<file path="src/rtl/mul_mac_stage_if.sv">
`default_nettype none
// ============================================================================
//  Module   : mul_mac_stage_if
//  Purpose  : Bundle of the issue, multiplier and result handshakes of
//             mul_mac_stage. The slave modport is the stage itself. The
//             master modport is its environment: upstream, the multiplier
//             and downstream.
//  Revision : 1.0  initial release
// ============================================================================
interface mul_mac_stage_if #(
    parameter int ACC_W = 40
);
    // upstream request
    logic               in_valid;
    logic               in_ready;
    logic [15:0]        in_a;
    logic [15:0]        in_b;
    logic [1:0]         in_op;
    // multiplier operands / product
    logic [15:0]        mul_a;
    logic [15:0]        mul_b;
    logic [31:0]        mul_p;
    // downstream result
    logic               out_valid;
    logic               out_ready;
    logic [ACC_W-1:0]   out_acc;
    logic               out_ovf;

    modport slave (
        input  in_valid, in_a, in_b, in_op, mul_p, out_ready,
        output in_ready, mul_a, mul_b, out_valid, out_acc, out_ovf
    );

    modport master (
        output in_valid, in_a, in_b, in_op, mul_p, out_ready,
        input  in_ready, mul_a, mul_b, out_valid, out_acc, out_ovf
    );
endinterface
`default_nettype wire

</file>
<file path="src/rtl/mul_mac_stage.sv">
`default_nettype none
// ============================================================================
//  Module   : mul_mac_stage
//  Purpose  : Two-stage operand-issue / accumulate wrapper around an external
//             combinational 16x16 unsigned multiplier. Stage 1 registers the
//             operands toward the multiplier. Stage 2 folds the product into
//             an ACC_W-bit accumulator (MUL / MAC / MSU / CLR) and holds the
//             result for the downstream valid/ready handshake.
//  Options  : MAC_SAT_EN - when defined, MAC saturates at all-ones and MSU
//             clamps at zero. Otherwise both wrap modulo 2^ACC_W.
//  Revision : 1.0  initial release
// ============================================================================
module mul_mac_stage #(
    parameter int ACC_W = 40            // accumulator width, 33..64
) (
    input  wire logic       clk,
    input  wire logic       rst_n,
    mul_mac_stage_if.slave  bus
);

    localparam logic [1:0] c_op_mul = 2'b00;
    localparam logic [1:0] c_op_mac = 2'b01;
    localparam logic [1:0] c_op_msu = 2'b10;
    localparam logic [1:0] c_op_clr = 2'b11;

    // state
    logic               s1_valid_q, s1_valid_d;
    logic [15:0]        mul_a_q,    mul_a_d;
    logic [15:0]        mul_b_q,    mul_b_d;
    logic [1:0]         op_q,       op_d;
    logic [ACC_W-1:0]   acc_q,      acc_d;
    logic               ovf_q,      ovf_d;
    logic               out_valid_q, out_valid_d;

    // combinational helpers
    logic               w_in_ready;
    logic               w_fire;
    logic               w_accept;
    logic [ACC_W-1:0]   w_prod;
    logic [ACC_W:0]     w_sum;
    logic [ACC_W:0]     w_diff;

    // Handshake. Stage 2 fires whenever its result slot is free or being
    // drained. Stage 1 can take a new request whenever it is empty or about
    // to hand off, which gives one op per cycle. in_ready stays low while
    // reset is asserted.
    always_comb begin
        w_fire     = s1_valid_q && (!out_valid_q || bus.out_ready);
        w_in_ready = rst_n && (!s1_valid_q || !out_valid_q || bus.out_ready);
        w_accept   = bus.in_valid && w_in_ready;
    end

    // Product zero-extension and the carry/borrow-producing add and subtract.
    always_comb begin
        w_prod = {{(ACC_W-32){1'b0}}, bus.mul_p};
        w_sum  = {1'b0, acc_q} + {1'b0, w_prod};
        w_diff = {1'b0, acc_q} - {1'b0, w_prod};
    end

    // Stage 1: capture operands on acceptance. Hold them while stalled.
    always_comb begin
        mul_a_d    = mul_a_q;
        mul_b_d    = mul_b_q;
        op_d       = op_q;
        s1_valid_d = s1_valid_q;
        if (w_accept) begin
            mul_a_d    = bus.in_a;
            mul_b_d    = bus.in_b;
            op_d       = bus.in_op;
            s1_valid_d = 1'b1;
        end else if (w_fire) begin
            s1_valid_d = 1'b0;
        end
    end

    // Stage 2: accumulator update. Bit ACC_W of w_sum is the carry out and
    // bit ACC_W of w_diff is the borrow.
    always_comb begin
        acc_d = acc_q;
        ovf_d = ovf_q;
        if (w_fire) begin
            case (op_q)
                c_op_mul: begin
                    acc_d = w_prod;
                    ovf_d = 1'b0;
                end
                c_op_mac: begin
`ifdef MAC_SAT_EN
                    acc_d = w_sum[ACC_W] ? {ACC_W{1'b1}} : w_sum[ACC_W-1:0];
`else
                    acc_d = w_sum[ACC_W-1:0];
`endif
                    ovf_d = ovf_q | w_sum[ACC_W];
                end
                c_op_msu: begin
`ifdef MAC_SAT_EN
                    acc_d = w_diff[ACC_W] ? {ACC_W{1'b0}} : w_diff[ACC_W-1:0];
`else
                    acc_d = w_diff[ACC_W-1:0];
`endif
                    ovf_d = ovf_q | w_diff[ACC_W];
                end
                c_op_clr: begin
                    acc_d = {ACC_W{1'b0}};
                    ovf_d = 1'b0;
                end
                default: begin
                    acc_d = acc_q;
                    ovf_d = ovf_q;
                end
            endcase
        end
    end

    // Output valid: set on fire. Otherwise drop once the consumer takes it.
    always_comb begin
        out_valid_d = out_valid_q;
        if (w_fire) begin
            out_valid_d = 1'b1;
        end else if (bus.out_ready) begin
            out_valid_d = 1'b0;
        end
    end

    // State registers with asynchronous active-low reset.
    always_ff @(posedge clk or negedge rst_n) begin
        if (!rst_n) begin
            s1_valid_q  <= 1'b0;
            mul_a_q     <= 16'h0000;
            mul_b_q     <= 16'h0000;
            op_q        <= c_op_mul;
            acc_q       <= {ACC_W{1'b0}};
            ovf_q       <= 1'b0;
            out_valid_q <= 1'b0;
        end else begin
            s1_valid_q  <= s1_valid_d;
            mul_a_q     <= mul_a_d;
            mul_b_q     <= mul_b_d;
            op_q        <= op_d;
            acc_q       <= acc_d;
            ovf_q       <= ovf_d;
            out_valid_q <= out_valid_d;
        end
    end

    // Output drive. All outputs come straight from flops except in_ready.
    assign bus.in_ready  = w_in_ready;
    assign bus.mul_a     = mul_a_q;
    assign bus.mul_b     = mul_b_q;
    assign bus.out_valid = out_valid_q;
    assign bus.out_acc   = acc_q;
    assign bus.out_ovf   = ovf_q;

endmodule
`default_nettype wire

</file>
<file path="src/flat_wrapper.sv">
// flat-port wrapper written by rule: the top's interface ports become plain ports
module mul_mac_stage_flat 
#(
    parameter int ACC_W = 40                                        
)
  (clk, rst_n, bus_in_valid, bus_in_a, bus_in_b, bus_in_op, bus_mul_p, bus_out_ready, bus_in_ready, bus_mul_a, bus_mul_b, bus_out_valid, bus_out_acc, bus_out_ovf);
  mul_mac_stage_if #(.ACC_W(ACC_W)) bus_i ();
  input  wire logic clk;
  input  wire logic rst_n;
  input wire logic [$bits(bus_i.in_valid)-1:0] bus_in_valid;
  input wire logic [$bits(bus_i.in_a)-1:0] bus_in_a;
  input wire logic [$bits(bus_i.in_b)-1:0] bus_in_b;
  input wire logic [$bits(bus_i.in_op)-1:0] bus_in_op;
  input wire logic [$bits(bus_i.mul_p)-1:0] bus_mul_p;
  input wire logic [$bits(bus_i.out_ready)-1:0] bus_out_ready;
  output wire logic [$bits(bus_i.in_ready)-1:0] bus_in_ready;
  output wire logic [$bits(bus_i.mul_a)-1:0] bus_mul_a;
  output wire logic [$bits(bus_i.mul_b)-1:0] bus_mul_b;
  output wire logic [$bits(bus_i.out_valid)-1:0] bus_out_valid;
  output wire logic [$bits(bus_i.out_acc)-1:0] bus_out_acc;
  output wire logic [$bits(bus_i.out_ovf)-1:0] bus_out_ovf;
  assign bus_i.in_valid = bus_in_valid;
  assign bus_i.in_a = bus_in_a;
  assign bus_i.in_b = bus_in_b;
  assign bus_i.in_op = bus_in_op;
  assign bus_i.mul_p = bus_mul_p;
  assign bus_i.out_ready = bus_out_ready;
  assign bus_in_ready = bus_i.in_ready;
  assign bus_mul_a = bus_i.mul_a;
  assign bus_mul_b = bus_i.mul_b;
  assign bus_out_valid = bus_i.out_valid;
  assign bus_out_acc = bus_i.out_acc;
  assign bus_out_ovf = bus_i.out_ovf;
  mul_mac_stage #(.ACC_W(ACC_W)) u_core (.clk(clk), .rst_n(rst_n), .bus(bus_i));
endmodule
</file>
<file path="config.mk">
export PLATFORM = sky130hd
export DESIGN_NAME = mul_mac_stage_flat
export DESIGN_NICKNAME = d
export VERILOG_FILES = /design/src/rtl/mul_mac_stage_if.sv /design/src/rtl/mul_mac_stage.sv /design/src/flat_wrapper.sv
export SDC_FILE = /design/constraint.sdc
export NUM_CORES = 1
export LEC_CHECK = 0
export ABC_AREA = 0
export CORE_MARGIN = 5
export CORE_UTILIZATION = 45
export DETAILED_ROUTE_END_ITERATION = 8
export DONT_BUFFER_PORTS = 1
export GPL_ROUTABILITY_DRIVEN = 1
export GPL_TIMING_DRIVEN = 0
export PLACE_DENSITY_LB_ADDON = 0.15
export SYNTH_ARGS = -nofsm -noshare
export SYNTH_HDL_FRONTEND = slang
export SYNTH_SLANG_ARGS = --single-unit
</file>
<file path="constraint.sdc">
create_clock -name clk -period 3.6 [get_ports clk]
set_input_delay 0.9 -clock clk [delete_from_list [all_inputs] [get_ports clk]]
set_output_delay 0.9 -clock clk [all_outputs]
set_load 0.1 [all_outputs]
</file>
==> impl_results.md, run 1 <==
- Status: finished clean
- Mapped Area: 0.00742 sq mm
- Ys Warns: 0
- # setup viols final: 0
- Vias in the first global route: 7278
- Fraction of registers with async set/reset: 100%
- RSZ-0062 raised after global routing: yes
- Rows: 47
- Register area share after synthesis: 26.0%
- Placeable core area: 0.0163 sq mm
- Count leader, synth: a21oi_1
- Register area: 0.00201 sq mm
- Buf/Inv on CP: 2
- DRT iter0 DRCs: 720
- CTS Sinks: 77
- WL final: 26.5 mm
- Layout area overhead: 16.1%
- Highest Clock Rate: 0.284 GHz
- Family with the most delay on the worst path: compound AO/OA/AOI/OAI gates
- Via count: 7424
- CP max FO: 3
- Crit path cell chain: inv_4 -> ha_4 -> fa_2 -> nor2b_2 -> o31a_1 -> o2111ai_4 -> a211oi_4 -> buf_4 -> o21ai_0 -> a311oi_2 -> or2_4 -> o2bb2ai_1 -> a21oi_1 -> a31oi_1
- Die H: 138 microns
- Synth area leaders: dfrtp_1 26%, ha_1 11%, a21oi_1 6.1%
- First-pass GRT wire length: 41.6 mm
- Top-area cell type share of the netlist area: 26.0%
- DRC viols: 0
- Worst rel slew slack: 28.2%
- Multi-input gate area: 0.00540 sq mm
- Crit path launch type: flip-flop
- # H-tree levels: 3
- Largest net degree at the start of global routing: 79
- Synth Instances: 908
- Synth area leader: dfrtp_1
- Final Max Tran Viols: 0
- CTS tree: yes
- Ys flop type: dfrtp_1
- Via density: 6.41
- Worst path max stage delay: 660 ps
- Port Buffers: 0
- Total CTS buffers: 9
- RePlAce Congestion: 0.979
- Most instantiated cells after synthesis: 90 x a21oi_1, 77 x dfrtp_1, 70 x inv_1, 67 x ha_1, 65 x nand2_1
- Remaining antenna violation count: 0
- Unique masters post-synth: 76
- CTS clk-pin slew, worst paths: 80 ps
- DIE AREA: 0.0192 sq mm
- Avg Inst Size Synth: 8.17 sq um
- Flop2flop setup slack: 80 ps
- Clock root cell: clkbuf_16
- R2R depth: 14
- GRT Overall Usage: 26.7%
- Final hold vios: 0
- Final net count: 1073
- Fillers: 1597
- Critical path arrival: 3700 ps
- Slowest-stage cell, CP: dfrtp_4
- WL per Instance: 22.8 microns
- Final Skew: 9.31 ps
- Cell Area, Placed: 0.00769 sq mm
- Die width: 138 microns
- Period utilization: 97.7%
- Post-route design area: 0.00861 sq mm
- Fraction of layout cells with a size suffix above 1: 19.0%
- Number of diodes: 0
- I/O pin count: 145
- Clock buffer depth: 2
- DP HPWL: 19.4 mm
- Syn Nets: 1047
- Skew-Pair Late Insertion Delay: 360 ps
- Max cap viols: 0
- CP Class: reg -> reg
- GRT Residual Overflow: 0
- Starting Density: 45.4%
- Tmin final: 3520 ps
- Antenna violations before repair: 0
- Number of cells on the critical path: 14
- R2r startpoint: u_core.bus.out_acc[0]
- Worst slew pin tran: 1080 ps
- WP data required: 3780 ps
- Seq cells post-synth: 77
- Crit Reg-Reg Endpoint: u_core.bus.out_acc[32]
- Drt pass-1 iters: 5
- CP Launch Point: u_core.bus.out_acc[0]
- Critical Path End: u_core.bus.out_acc[32]
- Hold Crit Class: in -> async
- Critical path capture point type: flip-flop
- Post-synth EDFFs: 0
==> layout by cell type (no fill, tap or decap), types with 29 or more instances in the layout <==
cell type  netlist  layout
xnor2_1         39      39
a21oi_1         90      85
clkbuf_1        35      29
nor2_1          58      58
ha_1            67      61
inv_1           70      66
mux2_2          34      34
dfrtp_1         77      48
nand2_1         65      65
o21ai_0         54      47
==> layout make-up <==
type | instances | area share, %
flip-flops and latches | 77 | 23.3
plain buffers | 49 | 2.43
clock buffers | 9 | 2.62
multi-input cells | 704 | 62.7
inverters | 75 | 3.34
clock inverters | 7 | 0.741
repair buffers | 18 | 1.71
well taps | 220 | 3.20
==> flip-flops by register name, indices dropped and copies added (netlist names) <==
register	cells
u_core.bus.mul_a	16
u_core.bus.mul_b	16
u_core.bus.out_acc	40
u_core.bus.out_ovf	1
u_core.bus.out_valid	1
u_core.op_q	2
u_core.s1_valid_q	1
==> metrics by stage <==
step / instances / util, % / hold WS (ps) / setup TNS, ps / worst slack (ps)
CTS: 1151 / 50.7 / 226 / -14.0 / -14.0
detailed placement: 1128 / 47.1 / 504 / -13250 / -806
finish: 1159 / 52.7 / 230 / 0 / 83.8
global placement: 1128 / 47.1 / 500 / -12520 / -770
global route: 1159 / 52.7 / 223 / -93.5 / -50.3
floorplan: 908 / - / 471 / 0 / 40.5
==> how the worst min path moves through the flow <==
stage | startpoint | end | slack (ps) | cells past startpoint
after CTS | rst_n | u_core.bus.out_acc[17] | 230 | 0
after detailed placement | u_core.s1_valid_q | u_core.bus.out_valid | 500 | 1
after floorplan | u_core.s1_valid_q | u_core.bus.out_valid | 470 | 1
final | rst_n | u_core.bus.out_acc[17] | 230 | 0
after global placement | u_core.s1_valid_q | u_core.bus.out_valid | 500 | 1
after global routing | rst_n | u_core.bus.out_acc[8] | 220 | 0
==> cell families after synthesis <==
group,share of synthesized area [%]
AOI/OAI and AO/OA,30.1
and+or+nand+nor,15.1
buffers and inverters,6.60
DFF,26.0
adders and majority gates,11.8
xor gates and xnor gates,4.84
muxes,5.57
==> what timing repair did <==
item                                    in CTS  in global routing
hold buffers                                 0                  0
endpoints found under the setup margin      27                 22
gates resized for setup                     67                 69
pin swaps                                   16                 27
buffers inserted                             7                 11
==> per-layer routing <==
| metal | global-route usage, % | up-vias | part of all wire, % |
|---|---|---|---|
| li1 | - | 3410 | - |
| met4 | 9.83 | 0 | 3.4 |
| met3 | 7.35 | 77 | 9.9 |
| met5 | 0 | - | 0 |
| met2 | 40.2 | 415 | 44 |
| met1 | 36.7 | 3522 | 43 |
Power of run 1 is left out: the tool's default activity adds up to more than one toggle a clock period on the data nets, which glitch-free logic cannot reach.
==> run 2, diff against run 1 <==
CAP_MARGIN = 20   (was not set)
CORE_ASPECT_RATIO = 1.4   (was not set)
SKIP_CTS_REPAIR_TIMING = 1   (was not set)
==> run 2 against run 1 <==
  * Fmax decreased by 0.56%
  * Die area rose by 0.19%
  * Critical endpoint is now u_core.bus.out_acc[31]
  * Global-route usage barely moved
  * Highest routed layer unchanged
  * Clock-buffer cell count stayed put
  * Routed wire length is 0.29% higher
==> impl_results.md, run 2 (same netlist as run 1, synthesis figures left out) <==
- WP data required: 3800 ps (was 3780 ps)
- # H-tree levels: 3 (unchanged)
- WL per Instance: 23.4 microns (was 22.8 microns)
- Worst rel slew slack: 28.8% (was 28.2%)
- Hold Crit Class: in -> async (unchanged)
- DIE AREA: 0.0192 sq mm (about the same)
- Final hold vios: 0 (unchanged)
- Slowest-stage cell, CP: dfrtp_4 (unchanged)
- Worst slew pin tran: 1070 ps (was 1080 ps)
- Layout Utilization: 53.0% (was 52.7%)
- Antenna violations before repair: 0 (unchanged)
- Skew-Pair Late Insertion Delay: 360 ps (about the same)
- GRT Overall Usage: 26.7% (about the same)
- RePlAce Congestion: 0.954 (was 0.979)
- Largest net degree at the start of global routing: 79 (unchanged)
- Buf/Inv on CP: 0 (was 2)
- Flop2flop setup slack: 60 ps (was 80 ps)
- GRT Residual Overflow: 0 (unchanged)
- Remaining antenna violation count: 0 (unchanged)
- Number of diodes: 0 (unchanged)
- Vias in the first global route: 7556 (was 7278)
- Crit path cell chain: ha_1 -> nand2b_1 -> a2111o_1 -> a2111oi_4 -> nor3_4 -> o311a_1 -> a211oi_4 -> a31oi_1 -> xnor2_1 -> a221oi_2 -> a311oi_2 (was inv_4 -> ha_4 -> fa_2 -> nor2b_2 -> o31a_1 -> o2111ai_4 -> a211oi_4 -> buf_4 -> o21ai_0 -> a311oi_2 -> or2_4 -> o2bb2ai_1 -> a21oi_1 -> a31oi_1)
- Setup_tns: 0 ps (unchanged)
- Fin Hold WS: 227 ps (was 230 ps)
- # setup viols final: 0 (unchanged)
- Total CTS buffers: 9 (unchanged)
- Crit path launch type: flip-flop (unchanged)
- RSZ-0062 raised after global routing: yes (unchanged)
- Clock root cell: clkbuf_16 (unchanged)
- Final net count: 1068 (was 1073)
- Clock buffer depth: 2 (unchanged)
- I/O pin count: 145 (unchanged)
- Via count: 7339 (was 7424)
- Starting Density: 45.9% (was 45.4%)
- Max reg flops: 40 (unchanged)
- Worst path max stage delay: 640 ps (was 660 ps)
- Final Max Tran Viols: 0 (unchanged)
- CTS tree: yes (unchanged)
- Die width: 119 microns (was 138 microns)
- DRC viols: 0 (unchanged)
- Port Buffers: 0 (unchanged)
- Max cap viols: 0 (unchanged)
- First-pass GRT wire length: 41.0 mm (was 41.6 mm)
- Period utilization: 98.2% (was 97.7%)
- Tmin final: 3540 ps (was 3520 ps)
- Via density: 6.48 (was 6.41)
- WL final: 26.5 mm (about the same)
- Fraction of layout cells with a size suffix above 1: 19.0% (about the same)
- Layout area overhead: 15.5% (was 16.1%)
- Critical path capture point type: flip-flop (unchanged)
- Highest Clock Rate: 0.283 GHz (was 0.284 GHz)
- CP max FO: 4 (was 3)
- Critical path arrival: 3740 ps (was 3700 ps)
- Final Skew: 12.8 ps (was 9.31 ps)
- CTS Sinks: 77 (unchanged)
- DP HPWL: 20.0 mm (was 19.4 mm)
- Rows: 55 (was 47)
- Family with the most delay on the worst path: compound AO/OA/AOI/OAI gates (unchanged)
- Status: finished clean (unchanged)
- CTS clk-pin slew, worst paths: 70 ps (was 80 ps)
- DRT iter0 DRCs: 519 (was 720)
- CP Class: reg -> reg (unchanged)
- Placeable core area: 0.0162 sq mm (was 0.0163 sq mm)
- Most frequent cells in the layout: 86 x a21oi_1, 66 x inv_1, 65 x nand2_1 (was 85 x a21oi_1, 66 x inv_1, 65 x nand2_1)
- Most common cell after layout, fill and taps aside: a21oi_1 (unchanged)
- Drt pass-1 iters: 5 (unchanged)
- Die H: 162 microns (was 138 microns)
-- run 2: cell type report --
| type | count | area (sq um) |
|---|---|---|
| Fill cell | 1540 | 7600 |
| Tap cell | 199 | 249 |
| Timing Repair Buffer | 12 | 90.1 |
| Sequential cell | 77 | 2010 |
| Buffer | 50 | 216 |
| Multi-Input combinational cell | 704 | 5430 |
| Inverter | 75 | 285 |
| Clock inverter | 7 | 62.6 |
| Clock buffer | 9 | 225 |
-- run 2: final timing paths --
check                                              end                   from  depth (start not counted)
worst max register to register  u_core.bus.out_acc[31]  u_core.bus.out_acc[1]                         11
worst min-delay path            u_core.bus.out_acc[20]                  rst_n                          0
min in group clk                  u_core.bus.out_valid      u_core.s1_valid_q                          1
worst min register to register    u_core.bus.out_valid      u_core.s1_valid_q                          1
worst max-delay path            u_core.bus.out_acc[31]  u_core.bus.out_acc[1]                         11
max in group asynchronous        u_core.bus.out_acc[7]                  rst_n                          0
-- run 2: layer usage --
layer	vias up	global-route usage, %	share of wire [%]
met5	-	0	0
met4	0	14.3	5.3
met3	89	6.65	6.8
met2	301	45.6	49
met1	3550	30.6	39
li1	3399	-	-
-- run 2: worst register-to-register path, cell delays in order (launching register included) --
cell,delay [ps]
dfrtp_4,640
ha_1,370
nand2b_1,80
a2111o_1,420
a2111oi_4,370
nor3_4,110
o311a_1,340
a211oi_4,350
a31oi_1,160
xnor2_1,170
a221oi_2,300
a311oi_2,80
-- run 2: per-stage QoR --
stage | cells | area [sq um] | setup slack [ps]
floorplan | 908 | 7420 | 40.5
global placement | 1107 | 7670 | -946
detailed placement | 1107 | 7670 | -982
CTS | 1123 | 7960 | -988
global route | 1133 | 8570 | -46.9
finish | 1133 | 8570 | 64.1
Power of run 2 is left out for the same reason.
